`src/rtl/pipe_shifter.sv`:
```
// pipe_shifter: pipelined barrel shifter (SLL/SRL/SRA/ROL) with one log-shift stage per register.
// Define PIPE_SHIFTER_FLAGS_EN to add the registered out_zero/out_carry result flags.
module pipe_shifter #(
    parameter int WIDTH = 32,
    parameter int TAG_W = 4,
    localparam int SHAMT_W = $clog2(WIDTH)
) (
    input  logic               clock,
    input  logic               reset,
    input  logic               in_valid,
    output logic               in_ready,
    input  logic [WIDTH-1:0]   in_data,
    input  logic [SHAMT_W-1:0] in_shamt,
    input  logic [1:0]         in_op,
    input  logic [TAG_W-1:0]   in_tag,
    output logic               out_valid,
    input  logic               out_ready,
    output logic [WIDTH-1:0]   out_data,
`ifdef PIPE_SHIFTER_FLAGS_EN
    output logic               out_zero,
    output logic               out_carry,
`endif
    output logic [TAG_W-1:0]   out_tag
);
    localparam logic [1:0] OP_SLL = 2'b00;
    localparam logic [1:0] OP_SRL = 2'b01;
    localparam logic [1:0] OP_SRA = 2'b10;

    function automatic logic [WIDTH-1:0] step(input logic [WIDTH-1:0] d, input logic [1:0] op,
                                              input logic sgn, input int s);
        logic [WIDTH-1:0] fill;
        fill = sgn ? ~({WIDTH{1'b1}} >> s) : '0;
        return op == OP_SLL ? d << s :
               op == OP_SRL ? d >> s :
               op == OP_SRA ? (d >> s) | fill :
                              (d << s) | (d >> (WIDTH - s));
    endfunction

    logic [SHAMT_W-1:0]              v_q, sv;
    logic [SHAMT_W-1:0][WIDTH-1:0]   d_q, sd, nd;
    logic [SHAMT_W-1:0][1:0]         op_q, sop;
    logic [SHAMT_W-1:0][SHAMT_W-1:0] sh_q, ssh;
    logic [SHAMT_W-1:0][TAG_W-1:0]   tag_q, stag;
    logic [SHAMT_W-1:0]              sgn_q, ssgn;
    logic                            stall;
    logic                            unused;

`ifdef PIPE_SHIFTER_FLAGS_EN
    localparam logic [WIDTH-1:0] ONE = WIDTH'(1);

    // Last bit to leave the word in this stage; later shifting stages overwrite it.
    function automatic logic carry_step(input logic [WIDTH-1:0] d, input logic r0,
                                        input logic [1:0] op, input int s);
        return op == OP_SLL ? |(d & (ONE << (WIDTH - s))) :
               op == OP_SRL || op == OP_SRA ? |(d & (ONE << (s - 1))) : r0;
    endfunction

    logic [SHAMT_W-1:0] cy_q, scy, ncy;
    logic               zero_q;
`endif

    assign stall    = v_q[SHAMT_W-1] && !out_ready;
    assign in_ready = !stall;
    assign unused   = ^{op_q[SHAMT_W-1], sh_q[SHAMT_W-1], sgn_q[SHAMT_W-1]};

    always_comb begin
        sv[0]   = in_valid;
        sd[0]   = in_data;
        sop[0]  = in_op;
        ssh[0]  = in_shamt;
        stag[0] = in_tag;
        ssgn[0] = in_data[WIDTH-1];
`ifdef PIPE_SHIFTER_FLAGS_EN
        scy[0]  = 1'b0;
`endif
        for (int k = 1; k < SHAMT_W; k++) begin
            sv[k]   = v_q[k-1];
            sd[k]   = d_q[k-1];
            sop[k]  = op_q[k-1];
            ssh[k]  = sh_q[k-1];
            stag[k] = tag_q[k-1];
            ssgn[k] = sgn_q[k-1];
`ifdef PIPE_SHIFTER_FLAGS_EN
            scy[k]  = cy_q[k-1];
`endif
        end
        for (int k = 0; k < SHAMT_W; k++) begin
            nd[k]  = ssh[k][k] ? step(sd[k], sop[k], ssgn[k], 1 << k) : sd[k];
`ifdef PIPE_SHIFTER_FLAGS_EN
            ncy[k] = ssh[k][k] ? carry_step(sd[k], nd[k][0], sop[k], 1 << k) : scy[k];
`endif
        end
    end

    // A stall freezes every stage; bubbles travel with the pipe rather than collapsing.
    always_ff @(posedge clock or posedge reset) begin
        if (reset) begin
            v_q    <= '0;
            d_q    <= '0;
            op_q   <= '0;
            sh_q   <= '0;
            tag_q  <= '0;
            sgn_q  <= '0;
`ifdef PIPE_SHIFTER_FLAGS_EN
            cy_q   <= '0;
            zero_q <= 1'b0;
`endif
        end else if (!stall) begin
            v_q    <= sv;
            d_q    <= nd;
            op_q   <= sop;
            sh_q   <= ssh;
            tag_q  <= stag;
            sgn_q  <= ssgn;
`ifdef PIPE_SHIFTER_FLAGS_EN
            cy_q   <= ncy;
            zero_q <= ~|nd[SHAMT_W-1];
`endif
        end
    end

    assign out_valid = v_q[SHAMT_W-1];
    assign out_data  = d_q[SHAMT_W-1];
    assign out_tag   = tag_q[SHAMT_W-1];
`ifdef PIPE_SHIFTER_FLAGS_EN
    assign out_carry = cy_q[SHAMT_W-1];
    assign out_zero  = zero_q;
`endif
endmodule
```
`config.mk`:
```
export PLATFORM = sky130hd
export DESIGN_NAME = pipe_shifter
export DESIGN_NICKNAME = d
export VERILOG_FILES = /design/src/rtl/pipe_shifter.sv
export SDC_FILE = /design/constraint.sdc
export NUM_CORES = 1
export LEC_CHECK = 0
export BUFFER_PORTS_ARGS = -buffer_cell sky130_fd_sc_hd__buf_2
export CORE_MARGIN = 4
export CORE_UTILIZATION = 60
export DETAILED_ROUTE_END_ITERATION = 12
export HOLD_SLACK_MARGIN = 0.05
export PLACE_DENSITY_LB_ADDON = 0.08
export SYNTH_ARGS = -nofsm -noshare
export SYNTH_HDL_FRONTEND = slang
export SYNTH_SLANG_ARGS = --single-unit
```
`constraint.sdc`:
```
create_clock -name clock -period 14.15 [get_ports clock]
set_clock_uncertainty 0.15 [all_clocks]
set_input_delay 2.83 -clock clock [delete_from_list [all_inputs] [get_ports clock]]
set_output_delay 2.83 -clock clock [all_outputs]
set_load 0.05 [all_outputs]
```
After elaboration in Yosys (flattened, before gate mapping)
Cells that the tools add are included.
{"block": "op_classes", "muxes": 25, "bitwise_logic": 10, "reduce_logical": 8, "n_eq_ne": 10}
{"op": "$mux W32", "count": 25}
{"op": "$or A16 B32 Y32", "count": 1}
{"op": "$or A24 B32 Y32", "count": 1}
{"op": "$or A28 B32 Y32", "count": 1}
{"op": "$or A30 B32 Y32", "count": 1}
{"op": "$or A31 B32 Y32", "count": 1}
{"op": "$or A32 B1 Y32", "count": 1}
{"op": "$or A32 B16 Y32", "count": 1}
{"op": "$or A32 B2 Y32", "count": 1}
{"op": "$or A32 B4 Y32", "count": 1}
{"op": "$or A32 B8 Y32", "count": 1}
{"op": "$eq A2 B1 Y1 const B", "count": 5}
{"op": "$eq A2 B2 Y1 const B", "count": 5}
{"op": "$logic_not A2 Y1", "count": 5}
{"op": "$logic_not A1 Y1", "count": 2}
{"op": "$logic_and A1 B1 Y1", "count": 1}
{"block": "word_totals", "register_bits": 217, "output_inout_bits": 38}

Logic depth before layout (Yosys ltp)
Gate-level depths: netlist of the first run.
{"block": "depth", "word_depth": 6, "mapped_depth": 6}

Worst setup path after synthesis of the first run
No wires, ideal clock.
{"block": "synth_timing", "kind": "input-to-output", "start": "input port out_ready", "end": "output port in_ready", "setup_slack_ps": 7362, "cell_stages": 4, "t_arrival_ps": 3808, "required_ps": 11170, "n_path_buf": 2, "cell_sequence": "nor2b_1 > inv_2 > buf_2 > buf_1"}
{"block": "synth_between", "elab_chain_len": 3}
{"element": "from (decl)", "line_no": "17", "text": "input logic out_ready,"}
{"element": "$logic_not A1 Y1", "line_no": "62", "text": "assign stall = v_q[SHAMT_W-1] && !out_ready;"}
{"element": "$logic_and A1 B1 Y1", "line_no": "62"}
{"element": "$logic_not A1 Y1"}
{"element": "to (decl)", "line_no": "11", "text": "output logic in_ready,"}
Every way passes these cells.

Final worst setup path of the first run
Same ends and word-level chain as after synthesis.

==> impl_results.md, run 1 <==
* Area fraction of the dominant cell type after synthesis at 0.4715
* Pin count of the biggest net entering global routing at 212
* Vias/cell at around 6.0
* CTS tree: yes
* Die Height at 143.3 µm
* Die area at 20540 µm²
* Final worst setup slack at between 6000 and 7000 ps
* GR met2 Demand/Resource at 0.3981
* Row Count at 49
* Max Slew Vio Count at 0
* Number of remaining DRC errors at 0
* Fmax at 0.1289 GHz
* CTS Buf Count at 23
* Maximum vdd drop at 0.1888 mV
* R2R Path End: d_q[91]$_DFFE_PP0N_
* PortBufs at 84
* I/O pin cnt at 85
* RSZ-0062 raised after global routing: no
* Clock Sinks at 207
* Core Util, Final at 0.6549
* WHS Endpoint: out_tag[3]$_DFFE_PP0N_
* Sequential share of the synthesized area at 0.4715
* Worst-Margin Slew at roughly 1200 ps
* Htree depth at 1
* Yosys cell types at 33
* Root Driver: clkbuf_16
* GPL Wtd Cong at 0.8152
* Synthesized cell area at 10990 µm²
* R2R Setup Slk at 9950 ps
* Setup crit end kind: primary output
* Ys Warns at 0
* Most common cell after layout, fill and taps aside: nand2_1
* Met3 usage at 0.03062
* Synthesis-to-layout area growth at 7.072%
* Worst EP required at roughly 11000 ps
* Tot GR Track Use at 0.2431
* Status: finished clean
* Post-CTS setup buffers at 0
* Fin. Hold Viols at 0
* Pre-CTS WS at around 6500 ps
* Period Utilization, post-route at 0.5483
* Synth Net Count at 1214
* Vias at around 8400
* Max_slew headroom at 0.1942
* # hold bufs at CTS at 0
* Chip Width at 143.3 µm
* Hold depth at 2
* Most frequent cells in the layout: nand2_1, dfrtp_1, nand3_1
* Layout cells sized above 1 at 0.1392
* Core Area at 17960 µm²
* Met1 Use GR at 0.3460
* # fillers at 1525
* HP Class: reg -> reg
* R2R Path Start: v_q[4]$_DFFE_PP0N_
* Clock Tree Buf Depth at 3
* Worst r2r path cells at 6
* Cell Pwr Density at approximately 250 nW/µm²
* Gr ovfl total at 0
* Initial drt markers at 647
* Number of global-route vias before repair at 8012
* Leading area contributor after synthesis: dfrtp_1
* Nature of the critical path startpoint: primary input
* Skew-Pair Late Insertion Delay at 500 ps
* Wirelength per Cell at 17.81 µm
* First-pass GRT wire length at 41.57 mm
* Diode count at 0
* CP Max Fanout at 211
* Critical path arrival at 4780 ps
* Total of max-cap violations at 0
* Drt total wl at 24.94 mm
* Synth area leaders: dfrtp_1, nand2_1, mux2i_1
* Final-stage net count at roughly 1200
* Seq cells post-synth at 207
* Post-cts sizing count at 0
* HPWL after detailed placement at 15.99 mm
* Clock-pin slew on the worst setup and hold paths at around 60 ps
* Gr busiest metal: met2
* Crit path kind: in -> out
* Pre-antenna DRT Iters at 5
* Setup violators final at 0
* Post-DRT Antenna Nets at 0
* Initial Util at 0.6116
* Multi-input combinational cell area at roughly 5000 µm²
* Setup TNS at 0 ps
* Crit path time final at about 7800 ps
* Post-Syn Instances at 1167
* LEAKAGE at 5.588 nW
* Worst Hold Launch: out_tag[3]$_DFFE_PP0N_
* FF/Latch Area at 5180 µm²
* Syn avg cell area at 9.415 µm²
* Initial antenna violation count at 0
-- state kept, by name, indices dropped and copies added (netlist names) --
signal,flops
op_q,8
sh_q,10
v_q,5
sgn_q,4
out_tag,4
out_data,32
stag,16
d_q,128
-- synth_stat cells --
cell type	number
o211ai_2	20
buf_4	37
inv_1	29
buf_8	2
xor2_1	1
nand2b_1	2
buf_2	19
mux2_2	15
nand2_1	288
a2bb2oi_1	16
o21ai_1	2
mux2i_1	104
o21ai_0	99
o21a_1	1
buf_6	6
nand4_1	1
a21oi_1	1
nand3_1	105
o22ai_1	8
nor2b_1	7
clkbuf_1	54
o22a_1	1
inv_2	1
a221oi_1	15
and2b_2	1
o211ai_1	78
dfrtp_1	207
xnor2_1	1
xor2_2	1
o211a_1	30
xnor2_4	2
nand3b_1	3
buf_1	10
-- cells by family after synthesis --
| group | count (synthesis) | synth area share |
|---|---|---|
| AOI/OAI and AO/OA | 271 | 0.1806 |
| xor gates and xnor gates | 5 | 0.008086 |
| buffers and inverters | 158 | 0.07493 |
| DFF | 207 | 0.4715 |
| muxes | 119 | 0.1101 |
| and+or+nand+nor | 407 | 0.1548 |
-- power by group --
group	leakage (nW)	switching (mW)	internal, mW
clock network	0.330	0.224	0.321
logic	2.69	0.751	0.480
registers	2.56	0.286	0.850
total	5.59	1.26	1.65
-- worst max-delay path by stage --
stage,slack [ps],cells after the start,from,endpoint
2_1_floorplan,5520,1,reset,d_q[0]$_DFFE_PP0N_
3_3_place_gp,6560,5,out_ready,in_ready
3_5_place_dp,6540,5,out_ready,in_ready
4_1_cts,6540,5,out_ready,in_ready
5_1_grt,6420,5,out_ready,in_ready
6_report,6390,5,out_ready,in_ready
-- stage by stage --
step	power (mW)	area [µm²]	hold slack [ps]	cells
5_1_grt	3.117	11760	328.5	1400
3_5_place_dp	2.379	11080	300.4	1360
6_report	2.913	11760	309.2	1400
3_3_place_gp	2.342	11080	291.9	1360
4_1_cts	2.931	11760	313.7	1400
2_1_floorplan	2.160	10990	280.0	1167
-- area by class of cell --
| class | count | share of cell area |
|---|---|---|
| multi-input combinational | 802 | 0.4249 |
| clock inverter | 1 | 0.0004254 |
| inverter | 30 | 0.01064 |
| sequential | 207 | 0.4403 |
| timing repair buffer | 92 | 0.04191 |
| clock buffer | 39 | 0.05743 |
| tap | 229 | 0.02436 |
-- worst max-delay path, cell delays in order --
cell and delay [ps]:
buf_2 110, nor2b_4 120, buf_12 510, inv_6 500
buf_2 370
-- routing by layer --
metal	part of all wire	up-vias	wire [µm]
li1	-	4057	-
met1	0.45	4115	11190
met5	0	-	0
met4	0.026	0	641
met2	0.48	232	11910
met3	0.048	41	1197
Power figures use the tool's default switching activity.
==> inputs of run 2 (changes only) <==
- CORE_UTILIZATION: 60 -> 55
- clock period: 14.15 -> 6.6 ns (I/O delays scaled with it)
==> run 2 against run 1 <==
  * Via count fell by 2.0%
  * Largest power group unchanged
  * Final cell count increased by 2.9%
  * Critical endpoint unchanged
  * Combinational power up 120%
  * Highest routed layer unchanged
  * Sequential power increased by 110%
  * Worst setup slack got worse by 3700 ps
==> impl_results.md, run 2 (same netlist as run 1, synthesis figures left out) <==
* Drt total wl at 25.13 mm
* Most common cell after layout, fill and taps aside: nand2_1
* Root Driver: clkbuf_16
* Chip Width at 149.3 µm
* Worst-Margin Slew at around 1200 ps
* Number of remaining DRC errors at 0
* Worst r2r path cells at 5
* Core Area at between 15000 and 20000 µm²
* Synthesis-to-layout area growth at 8.826%
* Number of global-route vias before repair at 7934
* Row Count at 51
* Core Util, Final at 0.6123
* Total of max-cap violations at 0
* Max reg flops at between 100 and 150
* PortBufs at 84
* Diode count at 0
* # fillers at 1749
* Multi-input combinational cell area at 4999 µm²
* Max Slew Vio Count at 0
* Die area at 22300 µm²
* Hold depth at 1
* Post-DRT Antenna Nets at 0
* R2R Setup Slk at 4010 ps
* Htree depth at 1
* Clock-pin slew on the worst setup and hold paths at 60 ps
* Maximum vdd drop at about 0.22 mV
* Design Power at around 6.4 mW
* Initial antenna violation count at 0
* Cell Pwr Density at 533.1 nW/µm²
* Tot GR Track Use at 0.2274
* Setup violators final at 0
* CTS tree: yes
* Hold_ws at 309.1 ps
* Pin count of the biggest net entering global routing at 211
* CTS Buf Count at 23
* Die Height at 149.3 µm
* Crit path kind: in -> out
* Setup TNS at 0 ps
* CP Max Fanout at 105
* Clock Tree Buf Depth at 3
* Fmax at 0.2565 GHz
* Wirelength per Cell at 17.45 µm
* Initial Util at 0.5627
* First-pass GRT wire length at roughly 42 mm
* I/O pin cnt at 85
* Vias at around 8300
* Post-cts sizing count at 0
* Gr ovfl total at 0
* RSZ-0062 raised after global routing: no
* Initial drt markers at 599
* Critical path arrival at 2430 ps
* HP Class: reg -> reg
* Worst EP required at approximately 5000 ps
* Final worst setup slack at approximately 2700 ps
* Period Utilization, post-route at 0.5907
* Layout cells sized above 1 at 0.1489
* Pre-antenna DRT Iters at 5
* Post-CTS setup buffers at 0
* Crit path time final at between 3000 and 4000 ps
* Most frequent cells in the layout: nand2_1, dfrtp_1, nand3_1
* Skew-Pair Late Insertion Delay at 500 ps
* Vias/cell at between 5 and 6
* HPWL after detailed placement at 15.90 mm
* Clock Sinks at 207
* Status: finished clean
* Nature of the critical path startpoint: primary input
* Max_slew headroom at 0.1748
* Fin. Hold Viols at 0
* Pre-CTS WS at 2693 ps
* Final-stage net count at between 1000 and 1500
* LEAKAGE at 5.667 nW
* GPL Wtd Cong at 0.7976
* Setup crit end kind: primary output
* # hold bufs at CTS at 0
* Largest Register: d_q
* FF/Latch Area at 5180 µm²
## run 2: area by class of cell
cell class,instances,area share
flip-flops and latches,207,0.4332
multi-input cells,802,0.4181
clock buffers,38,0.06206
repair buffers,96,0.04583
well taps,265,0.02773
inverters,30,0.01015
clock inverters,2,0.002930
## run 2: metrics by stage
stage                     cells  cell area (µm²)
final                      1440            11960
after CTS                  1440            11960
after global routing       1440            11960
after floorplan            1167            10990
after global placement     1400            11180
after detailed placement   1400            11180
## run 2: power by group
part / internal, mW / switching, mW
registers: 1.82 / 0.550
logic: 1.04 / 1.67
clock network: 0.798 / 0.489
total: 3.66 / 2.71
## run 2: routing by layer
| metal | track usage | up-vias | routed length [µm] |
|---|---|---|---|
| li1 | - | 4081 | - |
| met1 | 0.3351 | 3969 | 11740 |
| met2 | 0.3625 | 183 | 11830 |
| met3 | 0.02218 | 44 | 918 |
| met4 | 0.06224 | 0 | 643 |
| met5 | 0 | - | 0 |
## run 2: critical path, stage by stage
cell,delay [ps]
buf_2,100
nor2b_4,50
inv_6,510
buf_2,400
## run 2: worst paths after layout
check	startpoint	endpoint
setup / recovery	out_ready	in_ready
hold / removal	v_q[3]$_DFFE_PP0N_	v_q[4]$_DFFE_PP0N_
setup reg to reg	v_q[4]$_DFFE_PP0N_	d_q[110]$_DFFE_PP0N_
hold reg to reg	v_q[3]$_DFFE_PP0N_	v_q[4]$_DFFE_PP0N_
max in group asynchronous	reset	stag[7]$_DFFE_PP0N_
min in group asynchronous	reset	out_data[0]$_DFFE_PP0N_
==> inputs of run 3 (changes only) <==
- CORE_UTILIZATION: 55 -> 60
- clock period: 6.6 -> 3.71 ns (I/O delays scaled with it)
==> run 3 against run 2 <==
  * Critical path depth shrank 1
  * Largest cell class unchanged
  * Sequential share of layout area grew 0.27 points
  * Largest power group unchanged
  * Flip-flop and latch count is the same
==> impl_results.md, run 3 (same netlist as run 1, synthesis figures left out) <==
* Status: finished clean
* Worst stage delay on the critical path at 380 ps
* Skew-Pair Late Insertion Delay at slightly above 500 ps
* Layout cells sized above 1 at 0.1483
* Worst-Margin Slew at 1273 ps
* I/O pin cnt at 85
* Final-stage net count at roughly 1200
* Fin. Hold Viols at 0
* Largest Register: d_q
* Period Utilization, post-route at 0.6875
* Critical path arrival at 1660 ps
* HP Class: in -> async
* LEAKAGE at 5.651 nW
* Cell Pwr Density at between 900 and 1000 nW/µm²
* Worst EP required at 2820 ps
* Maximum vdd drop at 0.7323 mV
* Drt total wl at 25.49 mm
* Nature of the critical path startpoint: flip-flop
* Pre-CTS WS at ~1100 ps
* Max reg flops at 128
* Vias at 8399
* Chip Width at roughly 140 µm
* Placed Instance Area at 11170 µm²
* Most frequent cells in the layout: nand2_1, dfrtp_1, nand3_1
* FF/Latch Area at ~5200 µm²
* Pre-antenna DRT Iters at 5
* Post-DRT Antenna Nets at 0
* # hold bufs at CTS at 0
* Wirelength per Cell at 18.18 µm
* Pin count of the biggest net entering global routing at about 210
* Die area at 20540 µm²
* Total of max-cap violations at 0
* CTS Buf Count at 23
* Setup crit end kind: primary output
* Crit path kind: reg -> out
* CTS tree: yes
* Clock Tree Buf Depth at 3
* Number of remaining DRC errors at 0
* Vias/cell at 5.991
* Number of global-route vias before repair at 7966
* Initial Util at 0.6116
* Clock-pin slew on the worst setup and hold paths at 60 ps
* Max_slew headroom at 0.1482
* # fillers at 1522
* WP buf/inv at 2
* Setup violators final at 0
* PortBufs at 84
* Slowest CP cell: dfrtp_1
* Setup TNS at 0 ps
* Row Count at 49
* RSZ-0062 raised after global routing: no
* Synthesis-to-layout area growth at 8.154%
* Design Power at 11.26 mW
* Core Area at 17960 µm²
* Gr ovfl total at 0
* Diode count at 0
* Post-cts sizing count at 0
* Post-CTS setup buffers at 0
* Initial antenna violation count at 0
* GPL Wtd Cong at 0.8318
* Most common cell after layout, fill and taps aside: nand2_1
* Design area at 11880 µm²
* CP Max Fanout at 55
* HPWL after detailed placement at about 17 mm
* Root Driver: clkbuf_16
* Initial drt markers at 740
* Fmax at 0.3921 GHz
* Clock Sinks at 207
* Die Height at between 100 and 150 µm
* Multi-input combinational cell area at 4999 µm²
* Worst-path cell chain: nor2b_4 -> inv_6 -> buf_2
* Max Slew Vio Count at 0
* Htree depth at 1
* Tot GR Track Use at 0.2475
* Final worst setup slack at 1159 ps
* Crit path time final at 2551 ps
* Worst path top cell family by delay: buffers and inverters
* First-pass GRT wire length at 41.99 mm
==> run 3: cell types whose count changed in the layout (fill, tap and decap cells not counted) <==
cell	before	now
clkbuf_8	11	6
buf_4	9	11
buf_12	3	4
clkbuf_1	4	3
inv_6	1	2
==> run 3: final timing paths <==
kind | cells after the start | to | from | slack [ps]
setup / recovery | 3 | in_ready | v_q[4]$_DFFE_PP0N_ | 1160
hold / removal | 2 | d_q[97]$_DFFE_PP0N_ | reset | 250
setup reg to reg | 3 | d_q[70]$_DFFE_PP0N_ | op_q[3]$_DFFE_PP0N_ | 1320
hold reg to reg | 2 | v_q[3]$_DFFE_PP0N_ | v_q[3]$_DFFE_PP0N_ | 310
max in group asynchronous | 3 | out_data[12]$_DFFE_PP0N_ | reset | 2290
min in group clock | 3 | stag[6]$_DFFE_PP0N_ | in_tag[2] | 280
==> run 3: per-layer routing <==
| layer | GRT usage | wire [µm] |
|---|---|---|
| met1 | 0.3519 | 11460 |
| met2 | 0.3912 | 11910 |
| met4 | 0.09415 | 893 |
| met5 | 0 | 0 |
| met3 | 0.03261 | 1228 |
==> run 3: metrics by stage <==
stage / hold WS, ps / cells / utilization
final: 246.0 / 1402 / 0.6615
after global routing: 281.5 / 1402 / 0.6615
after CTS: 270.8 / 1402 / 0.6615
after detailed placement: 299.9 / 1367 / 0.6218
after global placement: 291.0 / 1367 / 0.6218
after floorplan: 280.0 / 1167 / -
==> run 3: worst reg2reg max path: stages (launching register included) <==
cell	delay [ps]
dfrtp_1	700
xnor2_4	980
mux2i_1	310
o211ai_1	110
==> run 3: area by class of cell <==
type                       count  share of cell area
timing repair buffer          99             0.04907
multi-input combinational    802              0.4207
inverter                      30             0.01021
sequential                   207              0.4359
clock buffer                  32             0.05633
clock inverter                 3            0.003685
tap                          229             0.02411
==> run 3: where the power goes <==
group / switching [mW] / leakage, nW / total, mW / internal (mW)
Sequential: 1.08 / 2.56 / 4.32 / 3.24
Combinational: 2.91 / 2.73 / 4.76 / 1.85
Clock: 0.869 / 0.353 / 2.18 / 1.31
